File: config.mk
export PLATFORM = sky130hd
export DESIGN_NAME = jk_bank_arbiter
export DESIGN_NICKNAME = d
export VERILOG_FILES = /design/src/rtl/jk_bank_arbiter.sv
export SDC_FILE = /design/constraint.sdc
export NUM_CORES = 1
export LEC_CHECK = 0
export BUFFER_PORTS_ARGS = -buffer_cell sky130_fd_sc_hd__buf_2
export CELL_PAD_IN_SITES_DETAIL_PLACEMENT = 0
export CELL_PAD_IN_SITES_GLOBAL_PLACEMENT = 1
export CORE_MARGIN = 5
export CORE_UTILIZATION = 33
export DETAILED_ROUTE_END_ITERATION = 10
export PLACE_DENSITY_LB_ADDON = 0.1
export SETUP_SLACK_MARGIN = 0.02
export SLEW_MARGIN = 20
export SYNTH_ARGS = -nofsm -noshare
export SYNTH_HDL_FRONTEND = slang
export SYNTH_SLANG_ARGS = --single-unit
File: constraint.sdc
create_clock -name clk -period 1.8 [get_ports clk]
set_input_delay 0.36 -clock clk [delete_from_list [all_inputs] [get_ports clk]]
set_output_delay 0.36 -clock clk [all_outputs]
set_load 0.005 [all_outputs]
File: src/rtl/jk_bank_arbiter.sv
// Round-robin arbiter sharing one W-bit JK flip-flop bank; grant->J/K drive (1 clk)->done (1 clk)->idle.
// Optional no-op error pulse on done enabled by JK_BANK_ERR_EN; requesters hold req until done.
module jk_bank_arbiter #(
   parameter int W    = 4,
   parameter int NREQ = 4
) (
   input  logic                clk,
   input  logic                reset,
   input  logic [NREQ-1:0]     req,
   input  logic [2*NREQ-1:0]   cmd,
   input  logic [W*NREQ-1:0]   mask,
   output logic [NREQ-1:0]     gnt,
   output logic                done,
   output logic [W-1:0]        j,
   output logic [W-1:0]        k,
   output logic [W-1:0]        q_shadow,
   output logic                busy
`ifdef JK_BANK_ERR_EN
   ,
   output logic                err
`endif
);

   localparam int PW = (NREQ > 1) ? $clog2(NREQ) : 1;

   typedef enum logic [1:0] {
      IDLE  = 2'd0,
      DRIVE = 2'd1,
      ACK   = 2'd2
   } state_t;

   state_t          state, state_nxt;
   logic [PW-1:0]   ptr, ptr_nxt;
   logic [PW-1:0]   sel_idx, sel_idx_nxt;
   logic [PW-1:0]   win_idx;
   logic            win_vld;
   logic [1:0]      win_cmd;
   logic [W-1:0]    win_mask;
   logic [NREQ-1:0] gnt_nxt;
   logic            done_nxt;
   logic [W-1:0]    j_nxt, k_nxt, q_nxt;
`ifdef JK_BANK_ERR_EN
   logic            noop_q, noop_nxt;
   logic            err_nxt;
`endif

   // Search starts at the pointer and wraps explicitly so non-power-of-two NREQ works.
   always_comb begin
      int cand;
      cand     = 0;
      win_vld  = 1'b0;
      win_idx  = '0;
      for (int off = 0; off < NREQ; off++) begin
         cand = int'(ptr) + off;
         if (cand >= NREQ) cand = cand - NREQ;
         if (!win_vld && req[cand]) begin
            win_vld = 1'b1;
            win_idx = PW'(cand);
         end
      end
      win_cmd  = cmd[2*int'(win_idx) +: 2];
      win_mask = mask[W*int'(win_idx) +: W];
   end

   always_comb begin
      state_nxt   = state;
      gnt_nxt     = gnt;
      done_nxt    = 1'b0;
      j_nxt       = '0;
      k_nxt       = '0;
      q_nxt       = q_shadow;
      ptr_nxt     = ptr;
      sel_idx_nxt = sel_idx;
`ifdef JK_BANK_ERR_EN
      noop_nxt    = noop_q;
      err_nxt     = 1'b0;
`endif
      case (state)
         IDLE: begin
            gnt_nxt = '0;
            if (win_vld) begin
               state_nxt        = DRIVE;
               gnt_nxt[win_idx] = 1'b1;
               sel_idx_nxt      = win_idx;
               // cmd[1] drives J and cmd[0] drives K, gated per bit by the mask.
               j_nxt            = win_mask & {W{win_cmd[1]}};
               k_nxt            = win_mask & {W{win_cmd[0]}};
`ifdef JK_BANK_ERR_EN
               noop_nxt         = (win_cmd == 2'b00) || (win_mask == '0);
`endif
            end
         end
         DRIVE: begin
            state_nxt = ACK;
            done_nxt  = 1'b1;
            q_nxt     = (j & ~q_shadow) | (~k & q_shadow);
            ptr_nxt   = (int'(sel_idx) == NREQ - 1) ? '0 : sel_idx + 1'b1;
`ifdef JK_BANK_ERR_EN
            err_nxt   = noop_q;
`endif
         end
         ACK: begin
            state_nxt = IDLE;
            gnt_nxt   = '0;
         end
         default: begin
            state_nxt = IDLE;
            gnt_nxt   = '0;
         end
      endcase
   end

   always_ff @(posedge clk) begin
      if (reset) begin
         state    <= IDLE;
         gnt      <= '0;
         done     <= 1'b0;
         j        <= '0;
         k        <= '0;
         q_shadow <= '0;
         ptr      <= '0;
         sel_idx  <= '0;
`ifdef JK_BANK_ERR_EN
         noop_q   <= 1'b0;
         err      <= 1'b0;
`endif
      end else begin
         state    <= state_nxt;
         gnt      <= gnt_nxt;
         done     <= done_nxt;
         j        <= j_nxt;
         k        <= k_nxt;
         q_shadow <= q_nxt;
         ptr      <= ptr_nxt;
         sel_idx  <= sel_idx_nxt;
`ifdef JK_BANK_ERR_EN
         noop_q   <= noop_nxt;
         err      <= err_nxt;
`endif
      end
   end

   assign busy = (state != IDLE);

endmodule

; Word-level counts from Yosys, hierarchy flattened
; Index checks and enable logic that the tools add are counted.
[classes]
add_sub_neg = 8
n_lt_le_gt_ge = 10
eq_ne = 3
n_shift = 2
mux = 32
bitwise = 9
n_reduce_logical = 11
[op_table]
columns = operator, count
row1 = $lt 32x4->1 const B, 4
row2 = $mux 32, 4
row3 = $and 4x4->4, 4
row4 = $shiftx 16x5->4, 1
row5 = $mux 1, 14
row6 = $mux 2, 6
row7 = $sub 3x3->4 const B, 3
row8 = $ge 3x3->1 const B, 3
row9 = $bmux 1 s2, 4
row10 = $not 4->4, 2
row11 = $pmux 4 s2, 1
row12 = $shiftx 8x4->2, 1
row13 = $add 2x2->3 const B, 2
row14 = $eq 2x1->1 const B, 2
row15 = $logic_and 1x1->1, 4
row16 = $mux 4, 1
row17 = $or 4x4->4, 1
row18 = $pmux 2 s2, 1
row19 = $sub 2x3->4 const B, 1
row20 = $add 2x1->3 const B, 1
row21 = $ge 2x3->1 const B, 1
row22 = $logic_not 1->1, 3
row23 = $lt 2x3->1 const B, 1
row24 = $reduce_or 3->1, 1
row25 = other kinds (8), 9
[totals]
reg_bits = 23
out_inout_bits = 18

; Depth between registers and ports, before layout
; Gate-level depths: netlist of the first run.
[depth]
word_depth = 21
depth_mapped = 6

; Worst setup path after synthesis of the first run
; No wires, ideal clock.
[synth_path]
kind = input to register
start = input req[2]
end = register j[2]
setup_time_ns = 0.095
arrival_ns = 1.557
setup_slack_ns = 0.148
cell_stages = 5
path_buffers = 0
path_cell_list = nor2b_1 -> a211o_1 -> a211o_4 -> a21o_1 -> a221oi_1
[synth_between]
elab_chain_len = 15
elab_cells_between_ends = 31
[synth_lines]
columns = item, line_no
row1 = "start, declared", 9  ; input logic [NREQ-1:0] req,
row2 = $bmux 1 s2, 56  ; if (!win_vld && req[cand]) begin
row3 = $mux 1 (implied by the code) (2 in series), 56
row4 = $mux 1, 56
row5 = $logic_not 1->1, 56
row6 = $logic_and 1x1->1, 56
row7 = $mux 1, 56
row8 = $logic_not 1->1, 56
row9 = $logic_and 1x1->1, 56
row10 = $mux 1, 56
row11 = $logic_not 1->1, 56
row12 = $logic_and 1x1->1, 56
row13 = $mux 2 or $mux 1 (tied branches), 56
row14 = "$shiftx 16x5->4, or another cell as far along", 62  ; win_mask = mask[W*int'(win_idx) +: W];
row15 = $and 4x4->4 or $reduce_or 3->1 (tied branches), -
row16 = "end signal, assigned", 131  ; j <= j_nxt;
row17 = "end, declared", 14  ; output logic [W-1:0] j,
; Several ways; a longest one is shown, not always the timed one. The select of a mux whose other input is x is not followed.
; A chain may end at the register's enable or synchronous reset.

; Worst setup path after layout of the first run
[layout_path]
start = register state[1]
end = register j[1]
[layout_between]
elab_chain_len = 3
[layout_lines]
columns = item, line_no
row1 = "start, declared", 32  ; state_t state, state_nxt;
row2 = "start signal, assigned", 128  ; state <= state_nxt;
row3 = $logic_not 2->1, 78  ; case (state)
row4 = $not 1->1 (no source line), -
row5 = $reduce_or 3->1 (no source line), -
; No other way between the ends.

==> run_results.csv, run 1 <==
group,metric,value,unit
logic_synthesis,ys_seq_area_frac,0.4196,
placement,place_hpwl,2.457,mm
global_routing,grt_pass1_vias,1153,
logic_synthesis,yosys.area.top_type,"dfxtp_1",
power_and_ir_drop,leakage,0.0007175,uW
logic_synthesis,synth_top_family_by_area,"compound AO/OA/AOI/OAI gates",
layout,area_growth,41.51,%
logic_synthesis,syn_nets,143,
critical_path,crit_path_start_kind,"flop",
floorplan,io_pins,48,
critical_path,worstSetupEndpointType,"flop",
critical_path,worstSetupPathType,"reg -> reg",
clock_network,cts-root-buf,"clkbuf_4",
placement,io_buffers,47,
sta,finalHoldViolCount,0,
drt,drc,0,
global_routing,grt_first_pass_wirelength,5.071,mm
clock_network,hold_buffers,0,
sta,min_period,1.700,ns
layout,layout-drive-gt1-share,0.4624,
logic_synthesis,synth-seq-cells,23,
clock_network,clk_pin_slew_worst_paths,0.13,ns
sta,maxSlewHeadroom,0.7351,
job,cap_violations,0,
logic_synthesis,synth_top_cell_area_share,0.4196,
clock_network,tritoncts.num_buffers,3,
floorplan,core,0.003284,mm2
power_and_ir_drop,p_clk_frac,0.210,
logic_synthesis,synth_compound_area_frac,0.2851,
clock_network,cts.path.max_buffers,2,
clock_network,clock_latency,0.31,ns
global_routing,grt_util_all_layers,0.1466,
layout,final_cells,219,
global_routing,antenna_found_initial,0,
layout,final_cell_mix,"buf_2 (47), dfxtp_1 (23), buf_4 (13)",
power_and_ir_drop,p_comb_frac,0.291,
sta,worst_slew_pin_slew,0.3959,ns
drt,via_per_inst,4.973,
power_and_ir_drop,p_int,798.7,uW
logic_synthesis,netlist_instances,112,
drt,drt-total-wl,2.989,mm
global_routing,grt_max_degree,14,
critical_path,r2r_cells,6,
power_and_ir_drop,irDropWorstVdd,245.4,uV
floorplan,die_h,67.67,um
sta,clock.fmax,588.4,MHz
logic_synthesis,synth-adder-area-share,0.01140,
clock_network,cts_sinks,23,
global_routing,overflow,0,
layout,nNetsFinal,205,
clock_network,postCtsSetupBuffers,0,
floorplan,die_area,0.004579,mm2
placement,gp_congestion,0.8463,
drt,dr.pass1.iters,4,
logic_synthesis,synth_area_leaders,"dfxtp_1 (42%), mux2i_1 (11%), o32ai_1 (4.8%)",
sta,slew_violations,0,
sta,rsz0062_at_grt,"yes",
clock_network,htreeDepth,1,
power_and_ir_drop,p_switching,333.9,uW
logic_synthesis,synthSimpleGateAreaFrac,0.1562,
worst_hold_path,hold_path.class,"in -> reg",
power_and_ir_drop,p_per_area,729.4,mW/mm2
worst_hold_path,holdPathStages,3,
logic_synthesis,syn_area,0.001097,mm2
floorplan,die_width,67.67,um
critical_path,crit_arrival,1.92,ns
outcome,outcome,"finished clean",
drt,wire_per_inst,13.65,um
clock_network,cts_tree,"yes",
sta,fin_crit_sh,0.9443,
placement,dp_cells,215,
logic_synthesis,yosysWarnings,0,
logic_synthesis,synth_cell_types,34,
logic_synthesis,synthMuxAreaShare,0.1095,
sta,finalHoldWorstSlack,0.3535,ns
layout,final_common_cell,"buf_2",
sta,setup_viol,0,
power_and_ir_drop,seqPwrFrac,0.500,
critical_path,crit_required,2.02,ns
drt,drtIter0Drc,24,
critical_path,critPathMaxFanout,4,
drt,ant_nets,0,
floorplan,rows,21,
logic_synthesis,avgSynthCellArea,9.797,um2
logic_synthesis,synth_xor_area_frac,0,
sta,fin_worst_skew,0.008472,ns
drt,vias,1089,
floorplan,start_util,0.3341,
power_and_ir_drop,swShare,0.2948,
layout,diodes,0,
## critical path, cell delays in order, from the launching register on
cell	delay, ns
dfxtp_1	0.33
or2_1	0.25
a21o_1	0.19
and4bb_2	0.31
buf_4	0.13
a21bo_2	0.26
o32ai_2	0.14
## through the flow
stage | total power [uW] | instance area (um2) | utilization | TNS (ns) | setup slack (ns)
after floorplan | 743.6 | 1097 | - | 0 | 0.1478
after global placement | 888.4 | 1491 | 0.4541 | -0.2717 | -0.07257
after detailed placement | 892.6 | 1491 | 0.4541 | -0.4718 | -0.1066
after CTS | 1140 | 1523 | 0.4636 | 0 | 0.03955
after global routing | 1214 | 1553 | 0.4728 | 0 | 0.004613
final | 1133 | 1553 | 0.4728 | 0 | 0.1003
## state kept, by name, summed over array words and instances, names as in the netlist
name,cells
done,1
state,2
j,4
sel_idx,2
ptr,2
q_shadow,4
k,4
gnt,4
## synth_stat cells (all sizes together)
cell type  number
mux2i          12
dfxtp          23
and4bb          1
a21boi          2
a221oi          2
nand2b          1
a22o            2
or4             1
and2            1
buf             1
o21ai           7
nand2           6
a21oi           6
a21bo           3
or2             1
nor4            1
ha              1
a211oi          3
nand3           4
a311oi          4
nor3            1
o21bai          1
a211o           3
o32ai           6
clkbuf          3
inv             1
a21o            2
nor2            9
nor2b           4
## worst paths after layout
path,end,slack (ns),from
setup / recovery,j[1],0.10,state[1]
hold reg to reg,gnt[1],0.47,gnt[1]
setup reg to reg,j[1],0.10,state[1]
hold / removal,k[3],0.35,mask[15]
## cells by family after synthesis
kind of cell	after synthesis
AO/OA/AOI/OAI	41
adder cells (fa/ha/maj)	1
buffers and inverters	5
flip-flops	23
multiplexers	12
AND/OR/NAND/NOR	30
## layout make-up
cell class	count	area, um2
multi-input cells	84	650.6
flip-flops and latches	23	460.4
repair buffers	61	352.8
well taps	46	57.56
fillers	343	1732
inverters	1	3.754
clock buffers	3	22.52
clock inverters	1	5.005
## per-layer routing
| layer | routed length [um] | GRT usage | up-vias |
|---|---|---|---|
| met5 | 0 | 0 | - |
| met4 | 14 | 0.05316 | 0 |
| met3 | 196 | 0.03494 | 2 |
| met2 | 1479 | 0.2527 | 34 |
| met1 | 1299 | 0.1751 | 498 |
| li1 | - | - | 555 |
## power groups by stage
stage | Clock, uW | Sequential, uW | Combinational, uW
6_report | 237 | 566 | 329
5_1_grt | 275 | 572 | 366
4_1_cts | 255 | 567 | 318
3_5_place_dp | 0 | 578 | 314
3_3_place_gp | 0 | 577 | 311
2_1_floorplan | 0 | 578 | 166
## repair_timing
item / 4_1_cts / 5_1_grt
endpoints found under the hold margin: 0 / 0
setup endpoints to repair: 2 / 5
resized for setup: 1 / 5
No activity file was read; power rests on OpenSTA's default activity.
==> run 2, diff against run 1 <==
Settings changed: ABC_AREA set to 1.
==> run_results.csv, run 2 <==
group,metric,value,unit
logic_synthesis,ys_seq_area_frac,0.3401,
layout,final_cell_mix,"buf_2 (47), nand2_1 (34), nand2_2 (23)",
sta,worst_slew_pin_slew,0.2751,ns
outcome,outcome,"finished clean",
clock_network,htreeDepth,1,
sta,rsz0062_at_grt,"yes",
sta,fin_worst_skew,0.002159,ns
drt,drt-total-wl,3.643,mm
sta,min_period,1.755,ns
floorplan,start_util,0.3384,
clock_network,cts-root-buf,"clkbuf_8",
drt,drtIter0Drc,22,
placement,io_buffers,47,
drt,wire_per_inst,11.24,um
logic_synthesis,netlist_instances,202,
global_routing,grt_util_all_layers,0.1235,
critical_path,r2r_cells,14,
logic_synthesis,synth_edf_count,0,
logic_synthesis,syn_nets,233,
clock_network,clk_pin_slew_worst_paths,0.08,ns
layout,post-route-util,0.5236,
floorplan,die_area,0.005483,mm2
drt,dr.pass1.iters,4,
sta,clock.fmax,569.9,MHz
sta,finalHoldWorstSlack,0.3785,ns
sta,fin_crit_sh,0.9748,
critical_path,worstSetupPathType,"reg -> reg",
drt,ant_nets,0,
critical_path,crit_required,1.96,ns
critical_path,critPathMaxFanout,6,
layout,final_common_cell,"buf_2",
power_and_ir_drop,p_switching,1666,uW
floorplan,io_pins,48,
clock_network,hold_buffers,0,
logic_synthesis,yosys.area.top_type,"dfxtp_1",
power_and_ir_drop,p_comb_frac,0.696,
clock_network,tritoncts.num_buffers,3,
critical_path,crit_start,"ptr[0]",
logic_synthesis,synth_area_leaders,"dfxtp_1 (34%), nand2_1 (16%), inv_1 (6.4%)",
layout,area_growth,54.71,%
power_and_ir_drop,seqPwrFrac,0.220,
global_routing,grt_first_pass_wirelength,5.423,mm
logic_synthesis,synth_top_cell_area_share,0.3401,
logic_synthesis,synth_cell_types,27,
sta,setup_viol,0,
clock_network,cts_tree,"yes",
worst_hold_path,hold_start,"reset",
placement,post_dp_cell_area,0.001705,mm2
critical_path,reg2reg_from,"ptr[0]",
drt,drc,0,
sta,finalHoldViolCount,0,
worst_hold_path,hold_path.class,"in -> reg",
logic_synthesis,yosysWarnings,0,
logic_synthesis,syn_area,0.001354,mm2
clock_network,cts.path.max_buffers,2,
power_and_ir_drop,p_clk_frac,0.084,
layout,diodes,0,
logic_synthesis,synthTopCellsByCount,"nand2_1 (58), dfxtp_1 (23), inv_1 (23)",
clock_network,cts_sinks,23,
job,cap_violations,0,
power_and_ir_drop,leakage,0.001113,uW
layout,ff_latch_area,467.9,um2
power_and_ir_drop,p_per_area,1710,mW/mm2
floorplan,die_h,74.05,um
clock_network,clock_latency,0.25,ns
logic_synthesis,synth-seq-cells,23,
drt,vias,1450,
global_routing,overflow,0,
layout,layout-drive-gt1-share,0.5255,
power_and_ir_drop,p_int,1916,uW
floorplan,core,0.004000,mm2
sta,slew_violations,0,
logic_synthesis,postSynth.asyncResetShare,0,
placement,gp_congestion,0.7374,
layout,nNetsFinal,306,
worst_hold_path,holdPathStages,2,
placement,place_hpwl,2.708,mm
floorplan,rows,23,
layout,fillers,412,
critical_path,crit_arrival,1.91,ns
global_routing,grt_pass1_vias,1284,
global_routing,grt_max_degree,15,
global_routing,antenna_found_initial,0,
power_and_ir_drop,irDropWorstVdd,633.8,uV
power_and_ir_drop,swShare,0.4651,
layout,multi_input_area,932.1,um2
logic_synthesis,yosysMostFrequentCell,"nand2_1",
logic_synthesis,synth_top_flop_cell,"dfxtp_1",
logic_synthesis,avgSynthCellArea,6.702,um2
critical_path,worstSetupEndpointType,"flop",
sta,maxSlewHeadroom,0.8155,
floorplan,die_width,74.05,um
critical_path,crit_path_start_kind,"flop",
layout,postLayoutCellArea,0.002095,mm2
drt,via_per_inst,4.475,
==> run 2: layout make-up <==
type,instances,share of cell area
Sequential cell,23,0.2234
Timing Repair Buffer,70,0.2198
Clock inverter,1,0.002389
Multi-Input combinational cell,147,0.4450
Inverter,30,0.05974
Clock buffer,3,0.01971
Tap cell,50,0.02987
==> run 2: power groups by stage <==
stage | clock [uW] | combinational [uW] | sequential (uW)
final | 301 | 2490 | 790
after detailed placement | 0 | 1740 | 779
after floorplan | 0 | 1260 | 779
after CTS | 315 | 1830 | 771
after global placement | 0 | 1750 | 781
after global routing | 329 | 2760 | 812
==> run 2: final timing paths <==
| kind | endpoint | slack [ns] |
|---|---|---|
| min reg2reg | q_shadow[1] | 0.45 |
| max | j[1] | 0.05 |
| max reg2reg | j[1] | 0.05 |
| min | state[1] | 0.38 |
==> run 2: logic make-up after synthesis <==
| family | share of synthesized area |
|---|---|
| AOI/OAI and AO/OA | 0.07486 |
| and+or+nand+nor | 0.4676 |
| buffers and inverters | 0.1081 |
| adders and majority gates | 0.009241 |
| DFF | 0.3401 |
==> run 2: layer usage <==
metal / global-route usage / up-vias / share of wire
li1: - / 785 / -
met1: 0.1801 / 619 / 0.49
met2: 0.1870 / 42 / 0.44
met3: 0.01892 / 4 / 0.061
met4: 0.03622 / 0 / 0.011
met5: 0 / - / 0
==> run 2: critical path, cell delays in order (launching register included) <==
cell and delay (ns):
dfxtp_4 0.38, buf_12 0.14, nand2_4 0.06, nand2_4 0.07
nand2_2 0.08, nand2_2 0.08, nand2_4 0.10, nand2_4 0.05
nand2_4 0.10, nand3_4 0.13, buf_6 0.16, nand2_2 0.05
nand3_2 0.10, nand3_4 0.12, nor2_2 0.04
==> run 2: repair_timing <==
action / in CTS / in global routing
endpoints found under the setup margin: 8 / 10
pin swaps: 1 / 28
cloned: 0 / 2
buffers inserted: 3 / 9
resized for setup: 2 / 64
==> run 2: metrics by stage <==
step | setup TNS [ns] | std cells | setup slack, ns | power [uW]
2_1_floorplan | 0 | 202 | 0.1938 | 2039
3_3_place_gp | -0.1577 | 306 | -0.06310 | 2527
3_5_place_dp | -0.2054 | 306 | -0.07700 | 2519
4_1_cts | 0 | 313 | 0.02753 | 2921
5_1_grt | -0.4069 | 324 | -0.07954 | 3903
6_report | 0 | 324 | 0.04539 | 3582
==> run 3, diff against run 2 <==
Clock period 1.8 ns to 2 ns, I/O delays scaled along.
==> run_results.csv, run 3 (synthesis gave the netlist of run 2 again) <==
group,metric,value,unit
placement,place_hpwl,2.677,mm
drt,drc,0,
global_routing,overflow,0,
clock_network,hold_buffers,0,
floorplan,die_width,74.05,um
critical_path,reg2reg_from,"ptr[0]",
worst_hold_path,hold_start,"reset",
critical_path,crit_start,"ptr[0]",
placement,io_buffers,47,
floorplan,io_pins,48,
clock_network,clock_latency,0.26,ns
floorplan,die_h,74.05,um
power_and_ir_drop,p_per_area,1490,mW/mm2
drt,drtIter0Drc,42,
clock_network,tritoncts.num_buffers,3,
clock_network,htreeDepth,1,
floorplan,rows,23,
sta,worst_slew_pin_slew,0.2512,ns
global_routing,grt_max_degree,17,
global_routing,grt_util_all_layers,0.1231,
clock_network,cts_tree,"yes",
critical_path,critPathMaxFanout,9,
drt,dr.pass1.iters,4,
layout,layout-drive-gt1-share,0.3591,
worst_hold_path,hold_path.class,"in -> reg",
critical_path,crit_required,2.15,ns
sta,fin_crit_sh,0.9133,
sta,min_period,1.827,ns
sta,fin_worst_skew,0.003495,ns
layout,area_growth,31.05,%
outcome,outcome,"finished clean",
layout,nNetsFinal,291,
power_and_ir_drop,leakage,0.0009734,uW
layout,final_common_cell,"nand2_1",
clock_network,clk_pin_slew_worst_paths,0.08,ns
drt,ant_nets,0,
sta,setup_viol,0,
job,cap_violations,0,
power_and_ir_drop,irDropWorstVdd,452.8,uV
sta,clock.fmax,547.5,MHz
drt,via_per_inst,4.382,
layout,final_cell_mix,"nand2_1 (56), buf_2 (47), nor2_1 (22), inv_1 (22), dfxtp_1 (21)",
sta,slew_violations,0,
sta,finalSetupTns,0,ns
drt,wire_per_inst,10.77,um
drt,vias,1354,
critical_path,crit_path_start_kind,"flop",
clock_network,cts-root-buf,"clkbuf_8",
sta,rsz0062_at_grt,"no",
layout,diodes,0,
sta,finalHoldViolCount,0,
drt,drt-total-wl,3.327,mm
floorplan,die_area,0.005483,mm2
floorplan,start_util,0.3384,
critical_path,crit_arrival,1.98,ns
sta,maxSlewHeadroom,0.8315,
sta,finalHoldWorstSlack,0.4127,ns
global_routing,grt_first_pass_wirelength,5.457,mm
placement,gp_congestion,0.7845,
global_routing,grt_pass1_vias,1250,
global_routing,antenna_found_initial,0,
floorplan,core,0.004000,mm2
critical_path,worstSetupEndpointType,"flop",
clock_network,cts_sinks,23,
clock_network,cts.path.max_buffers,2,
critical_path,worstSetupPathType,"reg -> reg",
==> run 3: cell count changes in the layout (fill, tap and decap cells not counted), moves of 3 or more <==
cell | before | now
buf_6 | 6 | 1
nand3_2 | 9 | 6
nor2_2 | 9 | 3
inv_4 | 5 | 1
nand2_1 | 34 | 56
buf_4 | 15 | 7
nand2_4 | 10 | 2
nand3_1 | 12 | 16
nor2_1 | 16 | 22
nand2_2 | 23 | 9
inv_2 | 3 | 6
==> run 3: critical path, stage by stage, from the launching register on <==
cell and delay (ns):
dfxtp_4 0.37, buf_6 0.14, nand2_1 0.07, nand2_1 0.07, nand2_1 0.07, nand2_1 0.07
nand2_2 0.10, nand2_2 0.07, nand2_4 0.12, nand3_4 0.13, buf_4 0.16, nor2_2 0.08
nor2_2 0.05, nor2_2 0.14, nor2_1 0.07
==> run 3: metrics by stage <==
stage	setup slack, ns	total power [uW]	cell area (um2)	utilization	std cells
detailed placement	0.06103	2168	1640	0.4101	299
floorplan	0.3938	1835	1354	-	202
finish	0.1734	2644	1774	0.4435	309
global route	0.02170	2917	1774	0.4435	309
global placement	0.06418	2187	1640	0.4101	299
CTS	0.05678	2453	1685	0.4213	303
==> run 3: worst paths after layout <==
path	end	slack [ns]	cells after the start
worst max-delay path	k[1]	0.17	14
worst min-delay path	state[1]	0.41	2
worst max register to register	k[1]	0.17	14
worst min register to register	q_shadow[0]	0.45	1
==> run 3: timing repair <==
action,4_1_cts,5_1_grt
endpoints found under the setup margin,0,8
resized for setup,0,12
buffers inserted,0,5
==> run 3: layer usage <==
metal / part of all wire / wire, um / GRT usage / vias up
li1: - / - / - / 759
met1: 0.54 / 1783 / 0.1798 / 556
met2: 0.40 / 1319 / 0.1850 / 37
met3: 0.060 / 199 / 0.02027 / 2
met4: 0.0075 / 25 / 0.03622 / 0
met5: 0 / 0 / 0 / -
==> run 3: area by class of cell <==
type                    count  area [um2]
repair buffers             55       299.0
clock buffers               4       45.04
flip-flops and latches     23       465.4
inverters                  30       115.1
well taps                  50       62.56
fillers                   441        2226
multi-input cells         147       787.0
==> run 3: report_power, final <==
group | leakage (uW) | internal, uW | switching (uW)
clock | 0.0000228 | 142 | 135
combinational | 0.000762 | 633 | 1040
sequential | 0.000189 | 612 | 85.4
total | 0.000973 | 1390 | 1260
